[config.mk]
export PLATFORM = sky130hd
export DESIGN_NAME = tiled_matrix_multiplier
export DESIGN_NICKNAME = d
export VERILOG_FILES = /design/src/rtl/tiled_matrix_multiplier.sv
export SDC_FILE = /design/constraint.sdc
export NUM_CORES = 2
export LEC_CHECK = 0
export BUFFER_PORTS_ARGS = -buffer_cell sky130_fd_sc_hd__buf_2
export CORE_MARGIN = 2
export CORE_UTILIZATION = 30
export CTS_CLUSTER_DIAMETER = 200
export DETAILED_ROUTE_END_ITERATION = 8
export GPL_TIMING_DRIVEN = 0
export SYNTH_ARGS = -nofsm -noshare
export SYNTH_HDL_FRONTEND = slang
export SYNTH_SLANG_ARGS = --single-unit
[constraint.sdc]
create_clock -name clk -period 12.45 [get_ports clk]
set_clock_uncertainty 0.15 [all_clocks]
set_input_delay 1.245 -clock clk [delete_from_list [all_inputs] [get_ports clk]]
set_output_delay 1.245 -clock clk [all_outputs]
set_load 0.01 [all_outputs]
[src/rtl/tiled_matrix_multiplier.sv]
// ---------------------------------------------------------------------------
// tiled_matrix_multiplier
//
// Computes C = A x B for square N x N matrices held in internal register
// arrays. P MAC lanes each produce one output column per pass; passes sweep
// the column groups of a row, then move on to the next row. A and B are
// loaded over clocked write ports and C is read back over a registered port.
//
// Optional feature: define TMM_SATURATE_EN to clamp every accumulate step to
// the ACC_W range and raise the sticky sat_flag. Without the macro the
// accumulators wrap modulo 2^ACC_W and sat_flag is tied low.
//
// Ports:
//   clk, rst        clock and synchronous active-high reset
//   start           begin a computation (honoured only when idle)
//   a_we/a_i/a_j    A write enable, row, column
//   a_in            A write data
//   b_we/b_i/b_j    B write enable, row, column
//   b_in            B write data
//   z_i/z_j         C read row, column
//   z_out           C read data, registered (0 for out-of-range indices)
//   busy            computation in progress
//   done            one-cycle completion pulse
//   sat_flag        sticky saturation indicator
// ---------------------------------------------------------------------------
module tiled_matrix_multiplier #(
  parameter int N      = 4,
  parameter int P      = 2,
  parameter int DATA_W = 16,
  parameter int ACC_W  = 40,
  parameter int SIGNED = 1,
  parameter int IDX_W  = ($clog2(N) > 1) ? $clog2(N) : 1
) (
  input  logic              clk,
  input  logic              rst,
  input  logic              start,
  input  logic              a_we,
  input  logic [IDX_W-1:0]  a_i,
  input  logic [IDX_W-1:0]  a_j,
  input  logic [DATA_W-1:0] a_in,
  input  logic              b_we,
  input  logic [IDX_W-1:0]  b_i,
  input  logic [IDX_W-1:0]  b_j,
  input  logic [DATA_W-1:0] b_in,
  input  logic [IDX_W-1:0]  z_i,
  input  logic [IDX_W-1:0]  z_j,
  output logic [ACC_W-1:0]  z_out,
  output logic              busy,
  output logic              done,
  output logic              sat_flag
);

  localparam int G = (N + P - 1) / P;
  localparam logic [IDX_W-1:0] LAST_IDX = IDX_W'(N - 1);
  localparam logic [IDX_W-1:0] LAST_GRP = IDX_W'(G - 1);

  typedef enum logic [1:0] {
    IDLE,
    MAC,
    WRITE,
    DONE
  } state_t;

  state_t state_q;

  logic [IDX_W-1:0] row_q;
  logic [IDX_W-1:0] grp_q;
  logic [IDX_W-1:0] k_q;
  logic             busy_q;
  logic             done_q;
  logic [ACC_W-1:0] zOut_q;

  logic [DATA_W-1:0] aMem [N][N];
  logic [DATA_W-1:0] bMem [N][N];
  logic [ACC_W-1:0]  cMem [N][N];

  logic [ACC_W-1:0]    acc_q   [P];
  logic [ACC_W-1:0]    acc_d   [P];
  logic [ACC_W-1:0]    accBase [P];
  logic [IDX_W-1:0]    laneCol [P];
  logic                laneValid [P];
  logic [DATA_W-1:0]   aOp;
  logic [2*DATA_W-1:0] aExt;
  logic [DATA_W-1:0]   bOp     [P];
  logic [2*DATA_W-1:0] bExt    [P];
  logic [2*DATA_W-1:0] prod    [P];
  logic [ACC_W-1:0]    prodExt [P];

`ifdef TMM_SATURATE_EN
  logic [ACC_W:0] sumWide [P];
  logic           satHit  [P];
  logic           satFlag_q;
`endif

  assign z_out = zOut_q;
  assign busy  = busy_q;
  assign done  = done_q;
`ifdef TMM_SATURATE_EN
  assign sat_flag = satFlag_q;
`else
  assign sat_flag = 1'b0;
`endif

  // Host write ports. Both matrices can be written on the same edge; writes
  // are dropped while a computation runs or when an index is out of range.
  always_ff @(posedge clk) begin
    if (a_we && !busy_q && (int'(a_i) < N) && (int'(a_j) < N)) begin
      aMem[a_i][a_j] <= a_in;
    end
    if (b_we && !busy_q && (int'(b_i) < N) && (int'(b_j) < N)) begin
      bMem[b_i][b_j] <= b_in;
    end
  end

  // Lane l of the current group owns column grp*P+l. When N is not a
  // multiple of P the last group has lanes past the matrix edge; those are
  // marked invalid so they never write C or raise the saturation flag.
  always_comb begin
    for (int l = 0; l < P; l++) begin
      laneValid[l] = (int'(grp_q) * P + l) < N;
      laneCol[l]   = laneValid[l] ? IDX_W'(int'(grp_q) * P + l) : '0;
    end
  end

  // One MAC step per lane. The product is formed at 2*DATA_W bits after
  // extending both operands to that width, which gives the correct low bits
  // for both signed and unsigned operands. It is then extended to ACC_W and
  // added to the running sum, which restarts from zero when k is 0.
  always_comb begin
    aOp = aMem[row_q][k_q];
    if (SIGNED != 0) begin
      aExt = (2*DATA_W)'($signed(aOp));
    end else begin
      aExt = (2*DATA_W)'(aOp);
    end
    for (int l = 0; l < P; l++) begin
      bOp[l] = bMem[k_q][laneCol[l]];
      if (SIGNED != 0) begin
        bExt[l] = (2*DATA_W)'($signed(bOp[l]));
      end else begin
        bExt[l] = (2*DATA_W)'(bOp[l]);
      end
      prod[l] = aExt * bExt[l];
      if (SIGNED != 0) begin
        prodExt[l] = ACC_W'($signed(prod[l]));
      end else begin
        prodExt[l] = ACC_W'(prod[l]);
      end
      accBase[l] = (k_q == '0) ? '0 : acc_q[l];
`ifdef TMM_SATURATE_EN
      // One guard bit exposes overflow: for signed sums the two top bits
      // disagree, for unsigned sums the carry is set.
      satHit[l] = 1'b0;
      if (SIGNED != 0) begin
        sumWide[l] = {accBase[l][ACC_W-1], accBase[l]} + {prodExt[l][ACC_W-1], prodExt[l]};
        if (sumWide[l][ACC_W] != sumWide[l][ACC_W-1]) begin
          satHit[l] = laneValid[l];
          acc_d[l]  = sumWide[l][ACC_W] ? {1'b1, {(ACC_W-1){1'b0}}} : {1'b0, {(ACC_W-1){1'b1}}};
        end else begin
          acc_d[l] = sumWide[l][ACC_W-1:0];
        end
      end else begin
        sumWide[l] = {1'b0, accBase[l]} + {1'b0, prodExt[l]};
        if (sumWide[l][ACC_W]) begin
          satHit[l] = laneValid[l];
          acc_d[l]  = {ACC_W{1'b1}};
        end else begin
          acc_d[l] = sumWide[l][ACC_W-1:0];
        end
      end
`else
      acc_d[l] = accBase[l] + prodExt[l];
`endif
    end
  end

  // Control FSM with registered status outputs and the C read port. Each
  // row/group pass spends N cycles accumulating and one cycle writing back,
  // so busy stays high for N*G*(N+1) cycles. Storage is left untouched by
  // reset; only control state and outputs are cleared.
  always_ff @(posedge clk) begin
    if (rst) begin
      state_q <= IDLE;
      busy_q  <= 1'b0;
      done_q  <= 1'b0;
      zOut_q  <= '0;
      row_q   <= '0;
      grp_q   <= '0;
      k_q     <= '0;
`ifdef TMM_SATURATE_EN
      satFlag_q <= 1'b0;
`endif
    end else begin
      if ((int'(z_i) < N) && (int'(z_j) < N)) begin
        zOut_q <= cMem[z_i][z_j];
      end else begin
        zOut_q <= '0;
      end

      case (state_q)
        IDLE: begin
          if (start) begin
            state_q <= MAC;
            busy_q  <= 1'b1;
            row_q   <= '0;
            grp_q   <= '0;
            k_q     <= '0;
`ifdef TMM_SATURATE_EN
            satFlag_q <= 1'b0;
`endif
          end
        end

        MAC: begin
          for (int l = 0; l < P; l++) begin
            acc_q[l] <= acc_d[l];
`ifdef TMM_SATURATE_EN
            if (satHit[l]) begin
              satFlag_q <= 1'b1;
            end
`endif
          end
          if (k_q == LAST_IDX) begin
            k_q     <= '0;
            state_q <= WRITE;
          end else begin
            k_q <= k_q + 1'b1;
          end
        end

        WRITE: begin
          for (int l = 0; l < P; l++) begin
            if (laneValid[l]) begin
              cMem[row_q][laneCol[l]] <= acc_q[l];
            end
          end
          if (grp_q == LAST_GRP) begin
            grp_q <= '0;
            if (row_q == LAST_IDX) begin
              state_q <= DONE;
              busy_q  <= 1'b0;
              done_q  <= 1'b1;
            end else begin
              row_q   <= row_q + 1'b1;
              state_q <= MAC;
            end
          end else begin
            grp_q   <= grp_q + 1'b1;
            state_q <= MAC;
          end
        end

        DONE: begin
          done_q  <= 1'b0;
          state_q <= IDLE;
        end

        default: begin
          state_q <= IDLE;
          busy_q  <= 1'b0;
          done_q  <= 1'b0;
        end
      endcase
    end
  end

endmodule

# ---- Word-level counts from Yosys, hierarchy flattened
# Memory sizes are Yosys's and may differ from the RTL's. A register that Yosys moved wholly into a read port is not among the register bits.
# Index checks and enable logic that the tools add are counted.
dict set report classes {
  add_sub_neg 6
  n_mul 2
  order_cmp 12
  eq_ne 11
  muxes 223
  n_bitwise 166
  n_reduce_logical 18
}
# cell count
set op_table {}
lappend op_table {{160-bit two-way mux} 2}
lappend op_table {{40-bit two-way mux} 6}
lappend op_table {{1-bit two-way mux} 176}
lappend op_table {{40-bit demux with 2-bit select} 2}
lappend op_table {{1-bit OR} 160}
lappend op_table {{16-bit two-way mux} 8}
lappend op_table {{64-bit two-way mux} 2}
lappend op_table {{16-bit binary-select mux with 2-bit select} 3}
lappend op_table {{40-bit adder} 2}
lappend op_table {{40-bit binary-select mux with 2-bit select} 1}
lappend op_table {{16-bit demux with 2-bit select} 2}
lappend op_table {{16-bit by 16-bit multiplier with 32-bit output} 2}
lappend op_table {{32-bit by 4-bit < comparator with 1-bit output (second input constant)} 1}
lappend op_table {{2-bit two-way mux} 15}
lappend op_table {{3-bit greater-or-equal comparator (second input constant)} 6}
lappend op_table {{2-bit NOT with 3-bit output} 6}
lappend op_table {{3-bit by 1-bit < comparator with 1-bit output (second input constant)} 4}
lappend op_table {{2-bit one-hot mux with 2 select lines} 3}
lappend op_table {{2-bit != test (second input constant)} 5}
lappend op_table {{2-bit == test (second input constant)} 4}
lappend op_table {{2-bit one-hot mux with 4 select lines} 1}
lappend op_table {{4-bit AND reduction} 2}
lappend op_table {{2-bit by 1-bit adder with 2-bit output (second input constant)} 3}
lappend op_table {{1-bit logical AND} 6}
lappend op_table {{9 further kinds} 16}
dict set report word_totals {
  register_bits 50
  mem_bits_rw 1232
  in_bits 49
  out_inout_bits 43
  word_cells 449
  memories 4
}
# name words word_bits rd rd_ports_with_merged_regs wr line_no
set mem_list {}
lappend mem_list {cMem 4 160 1 0 1 75} ;# logic [ACC_W-1:0] cMem [N][N];
lappend mem_list {aMem 4 64 1 1 1 73} ;# logic [DATA_W-1:0] aMem [N][N];
lappend mem_list {bMem 4 64 1 1 1 74} ;# logic [DATA_W-1:0] bMem [N][N];
lappend mem_list {acc_q 2 40 2 0 2 77} ;# logic [ACC_W-1:0] acc_q [P];

# ---- Longest topological paths before layout
dict set report depth {
  ltp_word 10
  ltp_mapped 45
  mapped_depth_nobuf 41
}

# ---- Worst setup path before layout
# Ideal clock, no wire load.
dict set report synth_timing {
  kind {reg2reg}
  start {register with a tool-made name}
  end {memory acc_q[1][38] (netlist: acc_q[0][78]), data pin}
  setup_time_ps 259
  t_arrival_ps 10222
  t_required_ps 12041
  path_slack_ps 1819
  path_stages_with_launch 42
  path_buffers 4
  period_less_slack_ps 10631
  cell_sequence {dfxtp_1 buf_2 buf_2 buf_1 mux4_2 nand2_1 nand2_1 o21ai_1 clkbuf_1 nor2_1 fa_1 inv_1 fa_1 fa_1 fa_1 inv_1 fa_1 inv_1 (+6 left out) a21bo_2 and4_1 o211ai_1 nand3_1 a31oi_1 o21ai_0 a21oi_1 xnor2_1 ha_1 and4_1 a221o_1 o211ai_1 a211oi_2 o21ai_2 a21boi_1 a221o_1 maj3_2 xor2_1}
}
# element line_no
set synth_rtl {}
lappend synth_rtl {{end: declaration} 77}

==> impl_metrics.json <==
{
  "via_count": 42050,
  "overflow": 0,
  "drive_gt1_share_pct": 17.30,
  "cp_max_fo": 10,
  "die_w_um": 496.6,
  "path_class": "register to register",
  "crit_cells": 40,
  "netlist_area_um2": 72810,
  "hold_ws_ps": 405.6,
  "cts_sinks": 1286,
  "cts_max_level": 4,
  "yosys_warnings": 0,
  "grt_pass1_vias": 43670,
  "max_freq_mhz": 83.88,
  "core_area_um2": 241000,
  "port_buffers": 85,
  "crit_path_max_incr_delay_ps": 690,
  "initial_utilization_pct": 30.21,
  "clkTransAtPathRegs_ps": 60,
  "cts_tree": "built",
  "status": "finished, violations left",
  "dieArea_um2": 246600,
  "grt_pass1_wl_um": 283800,
  "drt-initial-drc-count": 3706,
  "slew_headroom_pct": -0.7987,
  "avgViaCountPerCell": 4.864,
  "fin_nets": 6177,
  "synth-async-reset-ratio_pct": 0,
  "hold_buffers": 0,
  "fin_tns_setup_ps": 0,
  "worstPathArrival_ps": 12310,
  "violations": "max-capacitance violations, max-slew violations",
  "fp.dieH_um": 496.6,
  "grt_max_degree": 33,
  "num_rows": 180,
  "path_delay_family": "adder cells",
  "ys_ff_latch": 1286,
  "ant_nets": 0,
  "setup_viol": 0,
  "synth_area_leaders": "edfxtp_1 (51%), fa_1 (14%), mux4_2 (10%)",
  "reg2reg_to": "acc_q[0][37]",
  "hold_path.class": "register to register",
  "period_needed_ps": 11920,
  "crit_path_end_kind": "register",
  "pre_cts_ws_ps": -1506,
  "yosysSeqAreaShare_pct": 52.30,
  "syn_inst": 5064,
  "fin_ws_ps": 527.9,
  "grtUsageTotal_pct": 15.40,
  "clk_latency_ps": 790,
  "crit_path_end": "acc_q[0][37]",
  "synth_top_area_share_pct": 50.81,
  "crit_top_cell": "fa_1",
  "n_fill_cell": 23190,
  "maxCapViolations": 1,
  "pin_count": 92,
  "layout_common_cells": "edfxtp_1 (1232), inv_1 (618), fa_1 (526), nor2_1 (354), mux4_2 (329)",
  "clock_path_buffers": 3,
  "worstSetupStartpointType": "register",
  "synth.distinct_cells": 88,
  "layout_commonest_cell": "edfxtp_1",
  "slowest_stage": "dfxtp_1",
  "r2r_slack_ps": 530,
  "areaGrowthSynthToFinish_pct": 14.39,
  "wl_per_cell_um": 21.82,
  "critPathBufInv": 6,
  "gp_congestion": 0.9427,
  "yosysTopAreaCell": "edfxtp_1",
  "final_max_slew_viol_count": 1,
  "period_share_pct": 95.76,
  "synth_enable_flop_cells": 1232,
  "syn_avg_cell_area_um2": 14.38,
  "ff2ff_path_depth": 40,
  "tightest_slew_ps": 1470,
  "cts_buffers": 134,
  "synthFlopType": "edfxtp_1",
  "syn-num-nets": 5891,
  "routed_wl_um": 188700,
  "drt_first_pass_iters": 6,
  "dp_hpwl_um": 142300,
  "hold_violations": 0,
  "required_ps": 12830,
  "cts_root_buffer": "clkbuf_16",
  "drcViolationCount": 0,
  "rsz0062_at_grt": "false",
  "antenna_found_initial": 10
}
## flip-flops by register name, indices dropped and copies added (netlist names), named ones only
signal	count
aMem	256
acc_q	80
bMem	256
busy	1
cMem	640
done	1
grp_q	2
k_q	2
row_q	2
state_q	2
z_out	40
## per-stage QoR
stage / instances / cell area [um^2] / util (%)
3_3_place_gp: 8334 / 77220 / 32.04
5_1_grt: 8642 / 83270 / 34.56
4_1_cts: 8636 / 83010 / 34.45
6_report: 8646 / 83280 / 34.56
3_5_place_dp: 8399 / 78500 / 32.57
2_1_floorplan: 5064 / 72810 / -
## layout make-up
cell class                 count  area, um^2  area share, %
antenna                        5       12.51        0.01502
buffer                       261        1121          1.346
tap                         3185        3985          4.785
clock buffer                 179        3626          4.354
sequential                  1286       38080          45.72
timing repair buffer         161        1615          1.940
clock inverter                63       680.7         0.8173
multi-input combinational   2887       31840          38.23
inverter                     619        2326          2.793
## Yosys cell counts (all sizes together), types with 12 or more instances
library cell  number
a211oi            15
a21oi            143
nor2b            151
or2               14
xor2              39
nor2             391
xnor2            102
o21ai             93
nand3             30
a21o              43
nor3              35
o21bai            18
nand2b            70
clkbuf           233
fa               526
buf               38
mux2              83
a31oi             12
and2              27
mux2i             24
edfxtp          1232
nand2            328
inv              619
o211ai            12
o21a              39
dfxtp             54
mux4             329
ha               252
## how the worst min path moves through the flow
stage	from	endpoint	slack [ps]	cells past startpoint
after global placement	state_q[0]	done	400	1
after global routing	state_q[0]	grp_q[1]	420	2
after detailed placement	state_q[0]	done	400	1
after CTS	state_q[0]	grp_q[1]	390	2
final	state_q[0]	grp_q[1]	410	2
after floorplan	state_q[0]	done	350	1
## routing by layer
metal / track usage (%) / share of wire, %
met5: 0 / 0.048
met4: 4.857 / 3.0
met3: 3.098 / 7.4
met2: 23.98 / 45
met1: 21.61 / 44
## kinds of logic (layout without fill, tap and decap cells)
logic type | count (synthesis) | in the layout | synth area share, %
muxes | 436 | 436 | 11.79
buffers and inverters | 891 | 1283 | 4.619
AOI/OAI and AO/OA | 428 | 428 | 3.762
and+or+nand+nor | 1099 | 1099 | 6.943
xor gates and xnor gates | 142 | 142 | 1.743
other | 1 | 6 | 0.005151
adders and majority gates | 781 | 781 | 18.84
DFF | 1286 | 1286 | 52.30
## worst min-delay path: cells and delay by family (launching register included)
| kind | cells | cell delay (ps) |
|---|---|---|
| AND/OR/NAND/NOR | 2 | 180 |
| flip-flops | 1 | 350 |
## timing repair
action,CTS,global route
buffers inserted,0,11
cloned,0,0
pin swaps,0,1
hold endpoints to repair,0,0
gates resized for setup,78,86
setup endpoints to repair,21,10
Power is left out: the tool's default activity adds up to more than one toggle a clock period on the data nets, which glitch-free logic cannot reach.
